File: config.mk
export PLATFORM = sky130hd
export DESIGN_NAME = axi4_mem_arbiter_flat
export DESIGN_NICKNAME = d
export VERILOG_FILES = /design/src/rtl/axi4_mem_arbiter_pkg.sv /design/src/rtl/axi4_mem_arbiter_if.sv /design/src/rtl/axi4_mem_arbiter_rr.sv /design/src/rtl/axi4_mem_arbiter.sv /design/src/flat_wrapper.sv
export SDC_FILE = /design/constraint.sdc
export NUM_CORES = 1
export LEC_CHECK = 0
export BUFFER_PORTS_ARGS = -buffer_cell sky130_fd_sc_hd__buf_2
export CAP_MARGIN = 10
export CORE_AREA = 5 5 220 222
export CTS_BUF_LIST = sky130_fd_sc_hd__clkbuf_8 sky130_fd_sc_hd__clkbuf_16
export CTS_CLUSTER_DIAMETER = 100
export CTS_CLUSTER_SIZE = 12
export DETAILED_ROUTE_END_ITERATION = 10
export DIE_AREA = 0 0 225 227
export GPL_TIMING_DRIVEN = 1
export PLACE_DENSITY = 0.4
export REMOVE_ABC_BUFFERS = 1
export SYNTH_ARGS = -nofsm -noshare
export SYNTH_HDL_FRONTEND = slang
export SYNTH_SLANG_ARGS = --single-unit
File: constraint.sdc
create_clock -name clock -period 1.7 [get_ports clock]
set_clock_uncertainty 0.1 [all_clocks]
set_input_delay 0.34 -clock clock [delete_from_list [all_inputs] [get_ports clock]]
set_output_delay 0.34 -clock clock [all_outputs]
set_load 0.01 [all_outputs]
File: src/rtl/axi4_mem_arbiter_pkg.sv
// rtl/axi4_mem_arbiter_pkg.sv - shared state type and AXI constants for the two-master memory arbiter
package axi4_arb_pkg;

  typedef enum logic [2:0] {
    IDLE    = 3'd0,
    RD_ADDR = 3'd1,
    RD_DATA = 3'd2,
    WR_ADDR = 3'd3,
    WR_RESP = 3'd4
  } arb_state_e;

  localparam logic M0 = 1'b0;
  localparam logic M1 = 1'b1;

  localparam logic [1:0] RESP_OKAY   = 2'b00;
  localparam logic [1:0] RESP_SLVERR = 2'b10;
  localparam logic [1:0] RESP_DECERR = 2'b11;

  localparam logic [2:0] SIZE_4B     = 3'b010;
  localparam logic [1:0] BURST_FIXED = 2'b00;

endpackage

File: src/rtl/axi4_mem_arbiter_if.sv
// rtl/axi4_mem_arbiter_if.sv - AXI4 five-channel bundle with master/slave views
interface axi4_mem_arbiter_if #(
  parameter int ADDR_W = 32,
  parameter int DATA_W = 32,
  parameter int ID_W   = 4
);
  logic              arvalid;
  logic              arready;
  logic [ADDR_W-1:0] araddr;
  logic [ID_W-1:0]   arid;
  logic [7:0]        arlen;
  logic [2:0]        arsize;
  logic [1:0]        arburst;

  logic              rvalid;
  logic              rready;
  logic [DATA_W-1:0] rdata;
  logic [1:0]        rresp;
  logic              rlast;
  logic [ID_W-1:0]   rid;

  logic              awvalid;
  logic              awready;
  logic [ADDR_W-1:0] awaddr;
  logic [ID_W-1:0]   awid;
  logic [7:0]        awlen;
  logic [2:0]        awsize;
  logic [1:0]        awburst;

  logic                wvalid;
  logic                wready;
  logic [DATA_W-1:0]   wdata;
  logic [DATA_W/8-1:0] wstrb;
  logic                wlast;

  logic              bvalid;
  logic              bready;
  logic [1:0]        bresp;
  logic [ID_W-1:0]   bid;

  modport master (
    output arvalid, araddr, arid, arlen, arsize, arburst, rready,
    output awvalid, awaddr, awid, awlen, awsize, awburst,
    output wvalid, wdata, wstrb, wlast, bready,
    input  arready, rvalid, rdata, rresp, rlast, rid,
    input  awready, wready, bvalid, bresp, bid
  );

  modport slave (
    input  arvalid, araddr, arid, arlen, arsize, arburst, rready,
    input  awvalid, awaddr, awid, awlen, awsize, awburst,
    input  wvalid, wdata, wstrb, wlast, bready,
    output arready, rvalid, rdata, rresp, rlast, rid,
    output awready, wready, bvalid, bresp, bid
  );

endinterface

File: src/rtl/axi4_mem_arbiter_rr.sv
// rtl/axi4_mem_arbiter_rr.sv - two-way round-robin pick; the last-grant history lives in the parent
module rr_arb2
  import axi4_arb_pkg::*;
(
  input  logic [1:0] req_i,
  input  logic       last_grant_i,
  output logic       gnt_valid_o,
  output logic       gnt_o
);

  assign gnt_valid_o = |req_i;

  // On a tie the master that did not win last time goes next.
  assign gnt_o = (&req_i) ? ((last_grant_i == M0) ? M1 : M0)
                          : (req_i[1] ? M1 : M0);

endmodule

File: src/rtl/axi4_mem_arbiter.sv
// rtl/axi4_mem_arbiter.sv - shares one AXI4 slave port between the IFU (read-only) and the LSU,
// one transaction in flight, grant held until the last R beat or the B handshake
module axi4_mem_arbiter
  import axi4_arb_pkg::*;
#(
  parameter int ADDR_W = 32,
  parameter int DATA_W = 32,
  parameter int ID_W   = 4
) (
  input  logic                clock,
  input  logic                reset,
  axi4_mem_arbiter_if.slave   m0,
  axi4_mem_arbiter_if.slave   m1,
  axi4_mem_arbiter_if.master  s
);

  arb_state_e        state_q, state_d;
  logic              last_grant_q, last_grant_d;
  logic              gnt_q, gnt_d;
  logic [ADDR_W-1:0] addr_q, addr_d;
  logic [ID_W-1:0]   id_q, id_d;
  logic [7:0]        len_q, len_d;
  logic [2:0]        size_q, size_d;
  logic [1:0]        burst_q, burst_d;
  logic              aw_done_q, aw_done_d;
  logic              w_done_q, w_done_d;

  logic [1:0] req;
  logic       pick_valid;
  logic       pick;
  logic       g_rready;

  assign req = {m1.awvalid | m1.arvalid, m0.arvalid};

  rr_arb2 u_rr (
    .req_i        (req),
    .last_grant_i (last_grant_q),
    .gnt_valid_o  (pick_valid),
    .gnt_o        (pick)
  );

  assign g_rready = (gnt_q == M1) ? m1.rready : m0.rready;

  assign s.araddr  = addr_q;
  assign s.arid    = id_q;
  assign s.arlen   = len_q;
  assign s.arsize  = size_q;
  assign s.arburst = burst_q;
  assign s.awaddr  = addr_q;
  assign s.awid    = id_q;
  assign s.awlen   = len_q;
  assign s.awsize  = size_q;
  assign s.awburst = burst_q;
  assign s.wdata   = m1.wdata;
  assign s.wstrb   = m1.wstrb;
  assign s.wlast   = m1.wlast;

  assign m0.rdata  = s.rdata;
  assign m0.rresp  = s.rresp;
  assign m0.rlast  = s.rlast;
  assign m0.rid    = s.rid;
  assign m1.rdata  = s.rdata;
  assign m1.rresp  = s.rresp;
  assign m1.rlast  = s.rlast;
  assign m1.rid    = s.rid;
  assign m1.bresp  = s.bresp;
  assign m1.bid    = s.bid;

  assign m0.awready = 1'b0;
  assign m0.wready  = 1'b0;
  assign m0.bvalid  = 1'b0;
  assign m0.bresp   = RESP_OKAY;
  assign m0.bid     = '0;

  logic unused_m0;
  assign unused_m0 = ^{m0.awvalid, m0.awaddr, m0.awid, m0.awlen, m0.awsize, m0.awburst,
                       m0.wvalid, m0.wdata, m0.wstrb, m0.wlast, m0.bready};

  always_comb begin
    state_d      = state_q;
    last_grant_d = last_grant_q;
    gnt_d        = gnt_q;
    addr_d       = addr_q;
    id_d         = id_q;
    len_d        = len_q;
    size_d       = size_q;
    burst_d      = burst_q;
    aw_done_d    = aw_done_q;
    w_done_d     = w_done_q;
    m0.arready   = 1'b0;
    m1.arready   = 1'b0;
    m1.awready   = 1'b0;
    m1.wready    = 1'b0;
    m0.rvalid    = 1'b0;
    m1.rvalid    = 1'b0;
    m1.bvalid    = 1'b0;
    s.arvalid    = 1'b0;
    s.rready     = 1'b0;
    s.awvalid    = 1'b0;
    s.wvalid     = 1'b0;
    s.bready     = 1'b0;

    // While reset is held nothing is accepted or forwarded, so no handshake can be lost.
    if (reset) begin
      case (state_q)
        IDLE: begin
          if (pick_valid) begin
            if (pick == M0) begin
              m0.arready = 1'b1;
              addr_d     = m0.araddr;
              id_d       = m0.arid;
              len_d      = m0.arlen;
              size_d     = m0.arsize;
              burst_d    = m0.arburst;
              gnt_d      = M0;
              state_d    = RD_ADDR;
            end else if (m1.awvalid) begin
              m1.awready = 1'b1;
              addr_d     = m1.awaddr;
              id_d       = m1.awid;
              len_d      = m1.awlen;
              size_d     = m1.awsize;
              burst_d    = m1.awburst;
              gnt_d      = M1;
              state_d    = WR_ADDR;
            end else begin
              m1.arready = 1'b1;
              addr_d     = m1.araddr;
              id_d       = m1.arid;
              len_d      = m1.arlen;
              size_d     = m1.arsize;
              burst_d    = m1.arburst;
              gnt_d      = M1;
              state_d    = RD_ADDR;
            end
          end
        end
        RD_ADDR: begin
          s.arvalid = 1'b1;
          if (s.arready) state_d = RD_DATA;
        end
        RD_DATA: begin
          s.rready = g_rready;
          if (gnt_q == M1) m1.rvalid = s.rvalid;
          else             m0.rvalid = s.rvalid;
          if (s.rvalid && g_rready && s.rlast) begin
            state_d      = IDLE;
            last_grant_d = gnt_q;
          end
        end
        WR_ADDR: begin
          s.awvalid = !aw_done_q;
          if (!aw_done_q && s.awready) aw_done_d = 1'b1;
          if (!w_done_q) begin
            s.wvalid  = m1.wvalid;
            m1.wready = s.wready;
            if (m1.wvalid && s.wready && m1.wlast) w_done_d = 1'b1;
          end
          if (aw_done_d && w_done_d) state_d = WR_RESP;
        end
        WR_RESP: begin
          m1.bvalid = s.bvalid;
          s.bready  = m1.bready;
          if (s.bvalid && m1.bready) begin
            state_d      = IDLE;
            last_grant_d = M1;
            aw_done_d    = 1'b0;
            w_done_d     = 1'b0;
          end
        end
        default: state_d = IDLE;
      endcase
    end
  end

  always_ff @(posedge clock) begin
    if (!reset) begin
      state_q      <= IDLE;
      last_grant_q <= M1;
      gnt_q        <= M0;
      addr_q       <= '0;
      id_q         <= '0;
      len_q        <= '0;
      size_q       <= '0;
      burst_q      <= '0;
      aw_done_q    <= 1'b0;
      w_done_q     <= 1'b0;
    end else begin
      state_q      <= state_d;
      last_grant_q <= last_grant_d;
      gnt_q        <= gnt_d;
      addr_q       <= addr_d;
      id_q         <= id_d;
      len_q        <= len_d;
      size_q       <= size_d;
      burst_q      <= burst_d;
      aw_done_q    <= aw_done_d;
      w_done_q     <= w_done_d;
    end
  end

endmodule

File: src/flat_wrapper.sv
// flat-port wrapper written by rule: the top's interface ports become plain ports
module axi4_mem_arbiter_flat import axi4_arb_pkg::*;
#(
  parameter int ADDR_W = 32,
  parameter int DATA_W = 32,
  parameter int ID_W   = 4
)
  (clock, reset, m0_arvalid, m0_araddr, m0_arid, m0_arlen, m0_arsize, m0_arburst, m0_rready, m0_awvalid, m0_awaddr, m0_awid, m0_awlen, m0_awsize, m0_awburst, m0_wvalid, m0_wdata, m0_wstrb, m0_wlast, m0_bready, m0_arready, m0_rvalid, m0_rdata, m0_rresp, m0_rlast, m0_rid, m0_awready, m0_wready, m0_bvalid, m0_bresp, m0_bid, m1_arvalid, m1_araddr, m1_arid, m1_arlen, m1_arsize, m1_arburst, m1_rready, m1_awvalid, m1_awaddr, m1_awid, m1_awlen, m1_awsize, m1_awburst, m1_wvalid, m1_wdata, m1_wstrb, m1_wlast, m1_bready, m1_arready, m1_rvalid, m1_rdata, m1_rresp, m1_rlast, m1_rid, m1_awready, m1_wready, m1_bvalid, m1_bresp, m1_bid, s_arvalid, s_araddr, s_arid, s_arlen, s_arsize, s_arburst, s_rready, s_awvalid, s_awaddr, s_awid, s_awlen, s_awsize, s_awburst, s_wvalid, s_wdata, s_wstrb, s_wlast, s_bready, s_arready, s_rvalid, s_rdata, s_rresp, s_rlast, s_rid, s_awready, s_wready, s_bvalid, s_bresp, s_bid);
  axi4_mem_arbiter_if #(.ADDR_W(ADDR_W), .DATA_W(DATA_W), .ID_W(ID_W)) m0_i ();
  axi4_mem_arbiter_if #(.ADDR_W(ADDR_W), .DATA_W(DATA_W), .ID_W(ID_W)) m1_i ();
  axi4_mem_arbiter_if #(.ADDR_W(ADDR_W), .DATA_W(DATA_W), .ID_W(ID_W)) s_i ();
  input  logic clock;
  input  logic reset;
  input wire logic [$bits(m0_i.arvalid)-1:0] m0_arvalid;
  input wire logic [$bits(m0_i.araddr)-1:0] m0_araddr;
  input wire logic [$bits(m0_i.arid)-1:0] m0_arid;
  input wire logic [$bits(m0_i.arlen)-1:0] m0_arlen;
  input wire logic [$bits(m0_i.arsize)-1:0] m0_arsize;
  input wire logic [$bits(m0_i.arburst)-1:0] m0_arburst;
  input wire logic [$bits(m0_i.rready)-1:0] m0_rready;
  input wire logic [$bits(m0_i.awvalid)-1:0] m0_awvalid;
  input wire logic [$bits(m0_i.awaddr)-1:0] m0_awaddr;
  input wire logic [$bits(m0_i.awid)-1:0] m0_awid;
  input wire logic [$bits(m0_i.awlen)-1:0] m0_awlen;
  input wire logic [$bits(m0_i.awsize)-1:0] m0_awsize;
  input wire logic [$bits(m0_i.awburst)-1:0] m0_awburst;
  input wire logic [$bits(m0_i.wvalid)-1:0] m0_wvalid;
  input wire logic [$bits(m0_i.wdata)-1:0] m0_wdata;
  input wire logic [$bits(m0_i.wstrb)-1:0] m0_wstrb;
  input wire logic [$bits(m0_i.wlast)-1:0] m0_wlast;
  input wire logic [$bits(m0_i.bready)-1:0] m0_bready;
  output wire logic [$bits(m0_i.arready)-1:0] m0_arready;
  output wire logic [$bits(m0_i.rvalid)-1:0] m0_rvalid;
  output wire logic [$bits(m0_i.rdata)-1:0] m0_rdata;
  output wire logic [$bits(m0_i.rresp)-1:0] m0_rresp;
  output wire logic [$bits(m0_i.rlast)-1:0] m0_rlast;
  output wire logic [$bits(m0_i.rid)-1:0] m0_rid;
  output wire logic [$bits(m0_i.awready)-1:0] m0_awready;
  output wire logic [$bits(m0_i.wready)-1:0] m0_wready;
  output wire logic [$bits(m0_i.bvalid)-1:0] m0_bvalid;
  output wire logic [$bits(m0_i.bresp)-1:0] m0_bresp;
  output wire logic [$bits(m0_i.bid)-1:0] m0_bid;
  input wire logic [$bits(m1_i.arvalid)-1:0] m1_arvalid;
  input wire logic [$bits(m1_i.araddr)-1:0] m1_araddr;
  input wire logic [$bits(m1_i.arid)-1:0] m1_arid;
  input wire logic [$bits(m1_i.arlen)-1:0] m1_arlen;
  input wire logic [$bits(m1_i.arsize)-1:0] m1_arsize;
  input wire logic [$bits(m1_i.arburst)-1:0] m1_arburst;
  input wire logic [$bits(m1_i.rready)-1:0] m1_rready;
  input wire logic [$bits(m1_i.awvalid)-1:0] m1_awvalid;
  input wire logic [$bits(m1_i.awaddr)-1:0] m1_awaddr;
  input wire logic [$bits(m1_i.awid)-1:0] m1_awid;
  input wire logic [$bits(m1_i.awlen)-1:0] m1_awlen;
  input wire logic [$bits(m1_i.awsize)-1:0] m1_awsize;
  input wire logic [$bits(m1_i.awburst)-1:0] m1_awburst;
  input wire logic [$bits(m1_i.wvalid)-1:0] m1_wvalid;
  input wire logic [$bits(m1_i.wdata)-1:0] m1_wdata;
  input wire logic [$bits(m1_i.wstrb)-1:0] m1_wstrb;
  input wire logic [$bits(m1_i.wlast)-1:0] m1_wlast;
  input wire logic [$bits(m1_i.bready)-1:0] m1_bready;
  output wire logic [$bits(m1_i.arready)-1:0] m1_arready;
  output wire logic [$bits(m1_i.rvalid)-1:0] m1_rvalid;
  output wire logic [$bits(m1_i.rdata)-1:0] m1_rdata;
  output wire logic [$bits(m1_i.rresp)-1:0] m1_rresp;
  output wire logic [$bits(m1_i.rlast)-1:0] m1_rlast;
  output wire logic [$bits(m1_i.rid)-1:0] m1_rid;
  output wire logic [$bits(m1_i.awready)-1:0] m1_awready;
  output wire logic [$bits(m1_i.wready)-1:0] m1_wready;
  output wire logic [$bits(m1_i.bvalid)-1:0] m1_bvalid;
  output wire logic [$bits(m1_i.bresp)-1:0] m1_bresp;
  output wire logic [$bits(m1_i.bid)-1:0] m1_bid;
  output wire logic [$bits(s_i.arvalid)-1:0] s_arvalid;
  output wire logic [$bits(s_i.araddr)-1:0] s_araddr;
  output wire logic [$bits(s_i.arid)-1:0] s_arid;
  output wire logic [$bits(s_i.arlen)-1:0] s_arlen;
  output wire logic [$bits(s_i.arsize)-1:0] s_arsize;
  output wire logic [$bits(s_i.arburst)-1:0] s_arburst;
  output wire logic [$bits(s_i.rready)-1:0] s_rready;
  output wire logic [$bits(s_i.awvalid)-1:0] s_awvalid;
  output wire logic [$bits(s_i.awaddr)-1:0] s_awaddr;
  output wire logic [$bits(s_i.awid)-1:0] s_awid;
  output wire logic [$bits(s_i.awlen)-1:0] s_awlen;
  output wire logic [$bits(s_i.awsize)-1:0] s_awsize;
  output wire logic [$bits(s_i.awburst)-1:0] s_awburst;
  output wire logic [$bits(s_i.wvalid)-1:0] s_wvalid;
  output wire logic [$bits(s_i.wdata)-1:0] s_wdata;
  output wire logic [$bits(s_i.wstrb)-1:0] s_wstrb;
  output wire logic [$bits(s_i.wlast)-1:0] s_wlast;
  output wire logic [$bits(s_i.bready)-1:0] s_bready;
  input wire logic [$bits(s_i.arready)-1:0] s_arready;
  input wire logic [$bits(s_i.rvalid)-1:0] s_rvalid;
  input wire logic [$bits(s_i.rdata)-1:0] s_rdata;
  input wire logic [$bits(s_i.rresp)-1:0] s_rresp;
  input wire logic [$bits(s_i.rlast)-1:0] s_rlast;
  input wire logic [$bits(s_i.rid)-1:0] s_rid;
  input wire logic [$bits(s_i.awready)-1:0] s_awready;
  input wire logic [$bits(s_i.wready)-1:0] s_wready;
  input wire logic [$bits(s_i.bvalid)-1:0] s_bvalid;
  input wire logic [$bits(s_i.bresp)-1:0] s_bresp;
  input wire logic [$bits(s_i.bid)-1:0] s_bid;
  assign m0_i.arvalid = m0_arvalid;
  assign m0_i.araddr = m0_araddr;
  assign m0_i.arid = m0_arid;
  assign m0_i.arlen = m0_arlen;
  assign m0_i.arsize = m0_arsize;
  assign m0_i.arburst = m0_arburst;
  assign m0_i.rready = m0_rready;
  assign m0_i.awvalid = m0_awvalid;
  assign m0_i.awaddr = m0_awaddr;
  assign m0_i.awid = m0_awid;
  assign m0_i.awlen = m0_awlen;
  assign m0_i.awsize = m0_awsize;
  assign m0_i.awburst = m0_awburst;
  assign m0_i.wvalid = m0_wvalid;
  assign m0_i.wdata = m0_wdata;
  assign m0_i.wstrb = m0_wstrb;
  assign m0_i.wlast = m0_wlast;
  assign m0_i.bready = m0_bready;
  assign m0_arready = m0_i.arready;
  assign m0_rvalid = m0_i.rvalid;
  assign m0_rdata = m0_i.rdata;
  assign m0_rresp = m0_i.rresp;
  assign m0_rlast = m0_i.rlast;
  assign m0_rid = m0_i.rid;
  assign m0_awready = m0_i.awready;
  assign m0_wready = m0_i.wready;
  assign m0_bvalid = m0_i.bvalid;
  assign m0_bresp = m0_i.bresp;
  assign m0_bid = m0_i.bid;
  assign m1_i.arvalid = m1_arvalid;
  assign m1_i.araddr = m1_araddr;
  assign m1_i.arid = m1_arid;
  assign m1_i.arlen = m1_arlen;
  assign m1_i.arsize = m1_arsize;
  assign m1_i.arburst = m1_arburst;
  assign m1_i.rready = m1_rready;
  assign m1_i.awvalid = m1_awvalid;
  assign m1_i.awaddr = m1_awaddr;
  assign m1_i.awid = m1_awid;
  assign m1_i.awlen = m1_awlen;
  assign m1_i.awsize = m1_awsize;
  assign m1_i.awburst = m1_awburst;
  assign m1_i.wvalid = m1_wvalid;
  assign m1_i.wdata = m1_wdata;
  assign m1_i.wstrb = m1_wstrb;
  assign m1_i.wlast = m1_wlast;
  assign m1_i.bready = m1_bready;
  assign m1_arready = m1_i.arready;
  assign m1_rvalid = m1_i.rvalid;
  assign m1_rdata = m1_i.rdata;
  assign m1_rresp = m1_i.rresp;
  assign m1_rlast = m1_i.rlast;
  assign m1_rid = m1_i.rid;
  assign m1_awready = m1_i.awready;
  assign m1_wready = m1_i.wready;
  assign m1_bvalid = m1_i.bvalid;
  assign m1_bresp = m1_i.bresp;
  assign m1_bid = m1_i.bid;
  assign s_arvalid = s_i.arvalid;
  assign s_araddr = s_i.araddr;
  assign s_arid = s_i.arid;
  assign s_arlen = s_i.arlen;
  assign s_arsize = s_i.arsize;
  assign s_arburst = s_i.arburst;
  assign s_rready = s_i.rready;
  assign s_awvalid = s_i.awvalid;
  assign s_awaddr = s_i.awaddr;
  assign s_awid = s_i.awid;
  assign s_awlen = s_i.awlen;
  assign s_awsize = s_i.awsize;
  assign s_awburst = s_i.awburst;
  assign s_wvalid = s_i.wvalid;
  assign s_wdata = s_i.wdata;
  assign s_wstrb = s_i.wstrb;
  assign s_wlast = s_i.wlast;
  assign s_bready = s_i.bready;
  assign s_i.arready = s_arready;
  assign s_i.rvalid = s_rvalid;
  assign s_i.rdata = s_rdata;
  assign s_i.rresp = s_rresp;
  assign s_i.rlast = s_rlast;
  assign s_i.rid = s_rid;
  assign s_i.awready = s_awready;
  assign s_i.wready = s_wready;
  assign s_i.bvalid = s_bvalid;
  assign s_i.bresp = s_bresp;
  assign s_i.bid = s_bid;
  axi4_mem_arbiter #(.ADDR_W(ADDR_W), .DATA_W(DATA_W), .ID_W(ID_W)) u_core (.clock(clock), .reset(reset), .m0(m0_i), .m1(m1_i), .s(s_i));
endmodule
==> results of run 1 <==
-- stage by stage --
step	std cells	setup TNS, ns
3_3_place_gp	1238	-7.33
2_1_floorplan	324	-107.82
3_5_place_dp	1238	-7.99
6_report	1261	-1.37
5_1_grt	1259	-2.53
4_1_cts	1252	-1.80
-- synth_stat cells (all sizes together), types with 2 or more instances --
cell | number | area (sq um)
a311oi | 49 | 736
and2 | 4 | 25.0
a32oi | 50 | 438
buf | 189 | 1430
and3b | 2 | 17.5
nor3 | 2 | 21.3
nor4 | 2 | 12.5
o21ai | 2 | 10.0
inv | 2 | 7.51
dfxtp | 56 | 1120
clkbuf | 38 | 143
nand4b | 2 | 17.5
nand2 | 55 | 206
nand2b | 3 | 18.8
nor2 | 6 | 22.5
nor3b | 2 | 15.0
and3 | 5 | 31.3
mux2i | 2 | 20.0
a21oi | 53 | 265
-- report_power, final --
part / internal (W) / switching (W) / total, W
clock network: 0.000706 / 0.000630 / 0.00134
registers: 0.00154 / 0.000245 / 0.00179
logic: 0.00114 / 0.00132 / 0.00246
total: 0.00339 / 0.00220 / 0.00559
-- timing repair --
action | CTS | global route
buffers inserted | 5 | 4
endpoints found under the setup margin | 12 | 58
gates resized for setup | 24 | 17
pin swaps | 4 | 7
gates cloned | 1 | 3
-- state kept, by name (all words and copies together), names as in the netlist --
signal               flops
u_core.aw_done_q         1
u_core.gnt_q             1
u_core.last_grant_q      1
u_core.s.araddr         32
u_core.s.arburst         2
u_core.s.arid            4
u_core.s.arlen           8
u_core.s.arsize          3
u_core.state_q           3
u_core.w_done_q          1
-- area by class of cell --
class	instances	area, sq um
diodes	2	5.00
clock buffers	5	125
clock inverters	3	47.5
fillers	5289	39900
inverters	2	8.76
multi-input cells	266	2150
flip-flops and latches	56	1130
well taps	607	759
repair buffers	320	2040
-- kinds of logic (layout without fill, tap and decap cells) --
family	after synthesis	after routing
muxes	2	2
other	1	11
DFF	56	56
and+or+nand+nor	90	90
buffers and inverters	229	330
AOI/OAI and AO/OA	165	165
-- critical path: cells and delay by family (launching register included) --
family	cells	cell delay (ns)
DFF	1	0.36
and+or+nand+nor	3	0.52
buffers and inverters	2	0.24
-- worst max-delay path by stage --
stage / startpoint / cells after the start / end / slack [ns]
floorplan: u_core.state_q[0] / 3 / m0_arready / -2.27
global placement: m1_awvalid / 5 / m1_awready / -0.21
detailed placement: m1_awvalid / 5 / m1_awready / -0.23
CTS: u_core.state_q[2] / 5 / m1_wready / -0.21
global route: u_core.state_q[1] / 3 / m1_awready / -0.28
finish: u_core.state_q[2] / 5 / m0_arready / -0.19
-- layer usage --
metal	vias to the layer above	wire [microns]	part of all wire, %
met2	404	16000	44
met3	53	6660	18
met4	6	3040	8.4
met5	-	207	0.57
met1	2073	10400	29
li1	2026	-	-
==> results.json, run 1 <==
{
  "layout_setup_ws_ns": -0.190,
  "total_power_w": 0.00559,
  "path_cells": "buf_4 -> nor3_4 -> and2_4 -> and3_4 -> buf_6",
  "ys_async_sr_fraction_pct": 0,
  "synth_cell_types": 42,
  "cts_buffer_depth": 2,
  "finalMaxSlewViolations": 0,
  "synth-simple-area-share_pct": 9.41,
  "setup_viol": 12,
  "cap_violations": 0,
  "final_cell_area_sq_mm": 0.00627,
  "vias": 4562,
  "outcome": "complete, but fails checks",
  "gr-max-usage-layer": "met2",
  "min_to": "u_core.aw_done_q",
  "min_path_type": "in -> reg",
  "r2r-end": "u_core.s.araddr[30]",
  "rsz0062_at_grt": "true",
  "syn_to_final_growth_pct": 33.2,
  "slew_headroom_pct": 59.2,
  "drc_errors": 0,
  "grt_start_max_net_pins": 50,
  "ios": 572,
  "first_pass_iters": 4,
  "drt_iter0_drc": 173,
  "min-delay-start": "s_awready",
  "arrival_ns": 1.45,
  "layout_worst_path_cycle_share_pct": 111,
  "violations": "setup timing",
  "cts_tree": "done",
  "worst_slew_pin_slew_ns": 0.612,
  "synth-adder-area-share_pct": 0,
  "port_buffers": 275,
  "ctsHoldBuffers": 0,
  "hold_depth": 3,
  "wirelength_microns": 36300,
  "gr-usage-met3_pct": 10.9,
  "ys.flop_type": "dfxtp_1",
  "muxShareOfSynthArea_pct": 0.425,
  "clock.fmax_ghz": 0.529,
  "synthXorXnorAreaFrac_pct": 0,
  "fin_util_pct": 13.6,
  "syn_avg_cell_area_sq_um": 8.67,
  "start_util_pct": 10.2,
  "pwr_density_cell_mw_per_mm2": 891,
  "detail_route.wl_per_cell_microns": 28.8,
  "synth_edf_count": 0,
  "ir_drop_mv": 0.363,
  "synth_top_family_by_area": "buffers and inverters",
  "vias_per_cell": 3.62,
  "post-place-ws_ns": -0.229,
  "p_leak_nw": 2.62,
  "grt_pass1_wl_microns": 44600,
  "ys_seq_area_share_pct": 23.8,
  "critPathMaxFanout": 3,
  "clock-root-buffer": "clkbuf_16",
  "mostFrequentLayoutCells": "271 x buf_2, 54 x nand2_1, 53 x a21oi_1, 52 x dfxtp_1, 50 x a32oi_1",
  "worstReg2RegStart": "u_core.state_q[2]",
  "start_kind": "flip-flop",
  "yosys_warnings": 0,
  "grt_use_met1_pct": 11.1,
  "hold_viol": 0,
  "core_area_sq_mm": 0.0462,
  "dieArea_sq_mm": 0.0511,
  "num_rows": 79,
  "worst_setup_path_end_kind": "primary output",
  "crit_slowest_cell": "dfxtp_4",
  "die_y_microns": 227,
  "final_common_cell": "buf_2",
  "postRouteAntennaNets": 0,
  "cts.clk_slew.worst_paths_ns": 0.08,
  "gp_congestion": 0.810,
  "gr-usage-met2_pct": 20.2,
  "cts.sinks": 56,
  "netlist_instances": 543,
  "cts_max_level": 2,
  "grtUsageTotal_pct": 13.2,
  "synth-compound-area-share_pct": 32.7,
  "grt_pass1_vias": 4591,
  "drive_gt1_share_pct": 61.0,
  "place_area_sq_mm": 0.00573,
  "rr_worst_depth": 6,
  "cpPeakStageDelay_ns": 0.36,
  "cts_buffers": 5,
  "nets": 983,
  "whs_ns": 0.168,
  "critPathRequiredTime_ns": 1.26,
  "dp.final_hpwl_microns": 31100,
  "dieWidth_microns": 225,
  "syn_area_sq_mm": 0.00471,
  "overflow": 0,
  "clk_latency_ns": 0.32,
  "period_minus_slack_ns": 1.89,
  "r2r_setup_slack_ns": 0.07,
  "ys_seq_elements": 56,
  "critical_path_class": "reg -> out",
  "antenna_found_initial": 0
}
Note: power is estimated with default switching activity, not from simulation.
==> run 2, diff against run 1 <==
--- a/config.mk
+++ b/config.mk
@@ -16,6 +16,7 @@
 export GPL_TIMING_DRIVEN = 1
 export PLACE_DENSITY = 0.4
 export REMOVE_ABC_BUFFERS = 1
+export SETUP_SLACK_MARGIN = 0.5
 export SYNTH_ARGS = -nofsm -noshare
 export SYNTH_HDL_FRONTEND = slang
 export SYNTH_SLANG_ARGS = --single-unit
==> run 2 against run 1 <==
Net effect:
- the flow still finishes with violations (setup timing)
- fmax decreased by 0.72%
- routed wire length is 11% higher
- first-iteration DRC count is 21% lower
- sequential share of layout area down 2.7 points
- flip-flop and latch count stayed put
- critical path depth did not move
- cell area grew 35%
- highest routed layer unchanged
==> results.json, run 2 (same netlist as run 1, synthesis figures left out) <==
{
  "clock.fmax_ghz": 0.525,
  "hold_viol": 0,
  "fin_util_pct": 18.3,
  "total_power_w": 0.00783,
  "arrival_ns": 1.46,
  "worst_setup_path_end_kind": "primary output",
  "cts_buffers": 5,
  "finalMaxSlewViolations": 0,
  "mostFrequentLayoutCells": "173 x buf_2, 113 x buf_6, 54 x nand2_1, 52 x buf_4, 49 x a311oi_2",
  "violations": "setup timing",
  "detail_route.wl_per_cell_microns": 30.4,
  "dieWidth_microns": 225,
  "p_sw_share_pct": 36.7,
  "critPathRequiredTime_ns": 1.26,
  "final_common_cell": "buf_2",
  "grt_start_max_net_pins": 39,
  "pwr-share-seq_pct": 25.5,
  "ctsHoldBuffers": 0,
  "p_int_w": 0.00496,
  "path_delay_family": "simple AND/OR/NAND/NOR gates",
  "slew_headroom_pct": 35.8,
  "layout_setup_ws_ns": -0.204,
  "worst_slew_pin_slew_ns": 0.963,
  "critical_path_class": "reg -> out",
  "gp_congestion": 0.810,
  "grt_pass1_vias": 5183,
  "critPathMaxFanout": 3,
  "place_area_sq_mm": 0.00573,
  "postRouteAntennaNets": 0,
  "regArea_sq_mm": 0.00131,
  "port_buffers": 275,
  "cp.buffers_inverters": 2,
  "ios": 572,
  "vias_per_cell": 3.69,
  "die_y_microns": 227,
  "first_pass_iters": 4,
  "tns_ns": -5.43,
  "pwr_density_cell_mw_per_mm2": 925,
  "cpPeakStageDelay_ns": 0.36,
  "antenna_found_initial": 0,
  "setup_viol": 63,
  "p_leak_nw": 3.36,
  "cts_max_level": 2,
  "core_area_sq_mm": 0.0462,
  "multi_input_area_sq_mm": 0.00253,
  "drt_iter0_drc": 136,
  "vias": 4908,
  "grtUsageTotal_pct": 15.1,
  "clock-root-buffer": "clkbuf_16",
  "crit_slowest_cell": "dfxtp_4",
  "ir_drop_mv": 0.374,
  "largest_reg_flops": 32,
  "layout_worst_path_cycle_share_pct": 112,
  "clk_latency_ns": 0.32,
  "outcome": "complete, but fails checks",
  "final_cell_area_sq_mm": 0.00847,
  "syn_to_final_growth_pct": 80.0,
  "cts_buffer_depth": 2,
  "cts.clk_slew.worst_paths_ns": 0.10,
  "period_minus_slack_ns": 1.90,
  "switchingPower_w": 0.00287,
  "start_kind": "flip-flop",
  "drc_errors": 0,
  "drive_gt1_share_pct": 79.8,
  "power_frac_clock_pct": 17.1,
  "num_rows": 79,
  "cts_tree": "done",
  "rsz0062_at_grt": "true",
  "dieArea_sq_mm": 0.0511,
  "min_path_type": "in -> reg",
  "grt_pass1_wl_microns": 50700,
  "cts.sinks": 56,
  "dp.final_hpwl_microns": 31100,
  "nets": 1052,
  "combinationalPowerShare_pct": 57.4,
  "wirelength_microns": 40300,
  "filler_cell_count": 5095,
  "overflow": 0,
  "start_util_pct": 10.2,
  "path_cells": "buf_4 -> nor3_4 -> and2_4 -> and3_4 -> buf_6",
  "cap_violations": 0
}
run 2: cell types whose count changed in the layout (fill, tap and decap cells not counted), sizes merged:
cell    change
buf        +71
clkbuf      -2
diode       -1
run 2: metrics by stage:
stage	cells	hold WS, ns	setup slack (ns)
global placement	1238	0.395	-0.208
finish	1329	0.164	-0.204
global route	1328	0.144	-0.285
detailed placement	1238	0.406	-0.229
CTS	1305	0.132	-0.207
floorplan	324	0.329	-2.27
run 2: power groups by stage:
stage / logic (W) / clock network (W) / registers [W]
5_1_grt: 0.00479 / 0.00149 / 0.00205
3_3_place_gp: 0.00224 / 0 / 0.00183
2_1_floorplan: 0.000901 / 0 / 0.00197
3_5_place_dp: 0.00223 / 0 / 0.00184
6_report: 0.00450 / 0.00134 / 0.00199
4_1_cts: 0.00425 / 0.00145 / 0.00200
run 2: path summary, 6_finish.rpt:
path / from / endpoint / slack (ns) / depth (start not counted)
max: u_core.state_q[2] / m0_arready / -0.20 / 5
max reg2reg: u_core.state_q[2] / u_core.s.arsize[1] / -0.17 / 9
min: m0_araddr[2] / u_core.s.araddr[2] / 0.16 / 3
min reg2reg: u_core.aw_done_q / u_core.aw_done_q / 0.39 / 2
run 2: what timing repair did:
item / CTS / global route
buffers inserted: 42 / 22
setup endpoints to repair: 166 / 166
cloned: 17 / 1
resized for setup: 300 / 52
pin swaps: 61 / 30
run 2: area by class of cell:
type                            count  share of cell area [%]
Timing Repair Buffer              389                    43.5
Antenna cell                        1                  0.0296
Sequential cell                    56                    15.4
Inverter                            2                   0.103
Tap cell                          607                    8.97
Clock buffer                        5                    1.48
Multi-Input combinational cell    266                    29.9
Clock inverter                      3                   0.561
run 2: tightest hold or removal path: cells and delay by family:
kind,cells,cell delay (ns)
buffers and inverters,1,0.10
AOI/OAI and AO/OA,1,0.07
and+or+nand+nor,1,0.06
run 2: per-layer routing:
metal,vias up,track usage (%),share of wire [%]
met5,-,3.32,0.58
met2,398,23.3,44
li1,2172,-,-
met4,8,10.4,8.0
met1,2279,13.6,31
met3,51,11.1,16
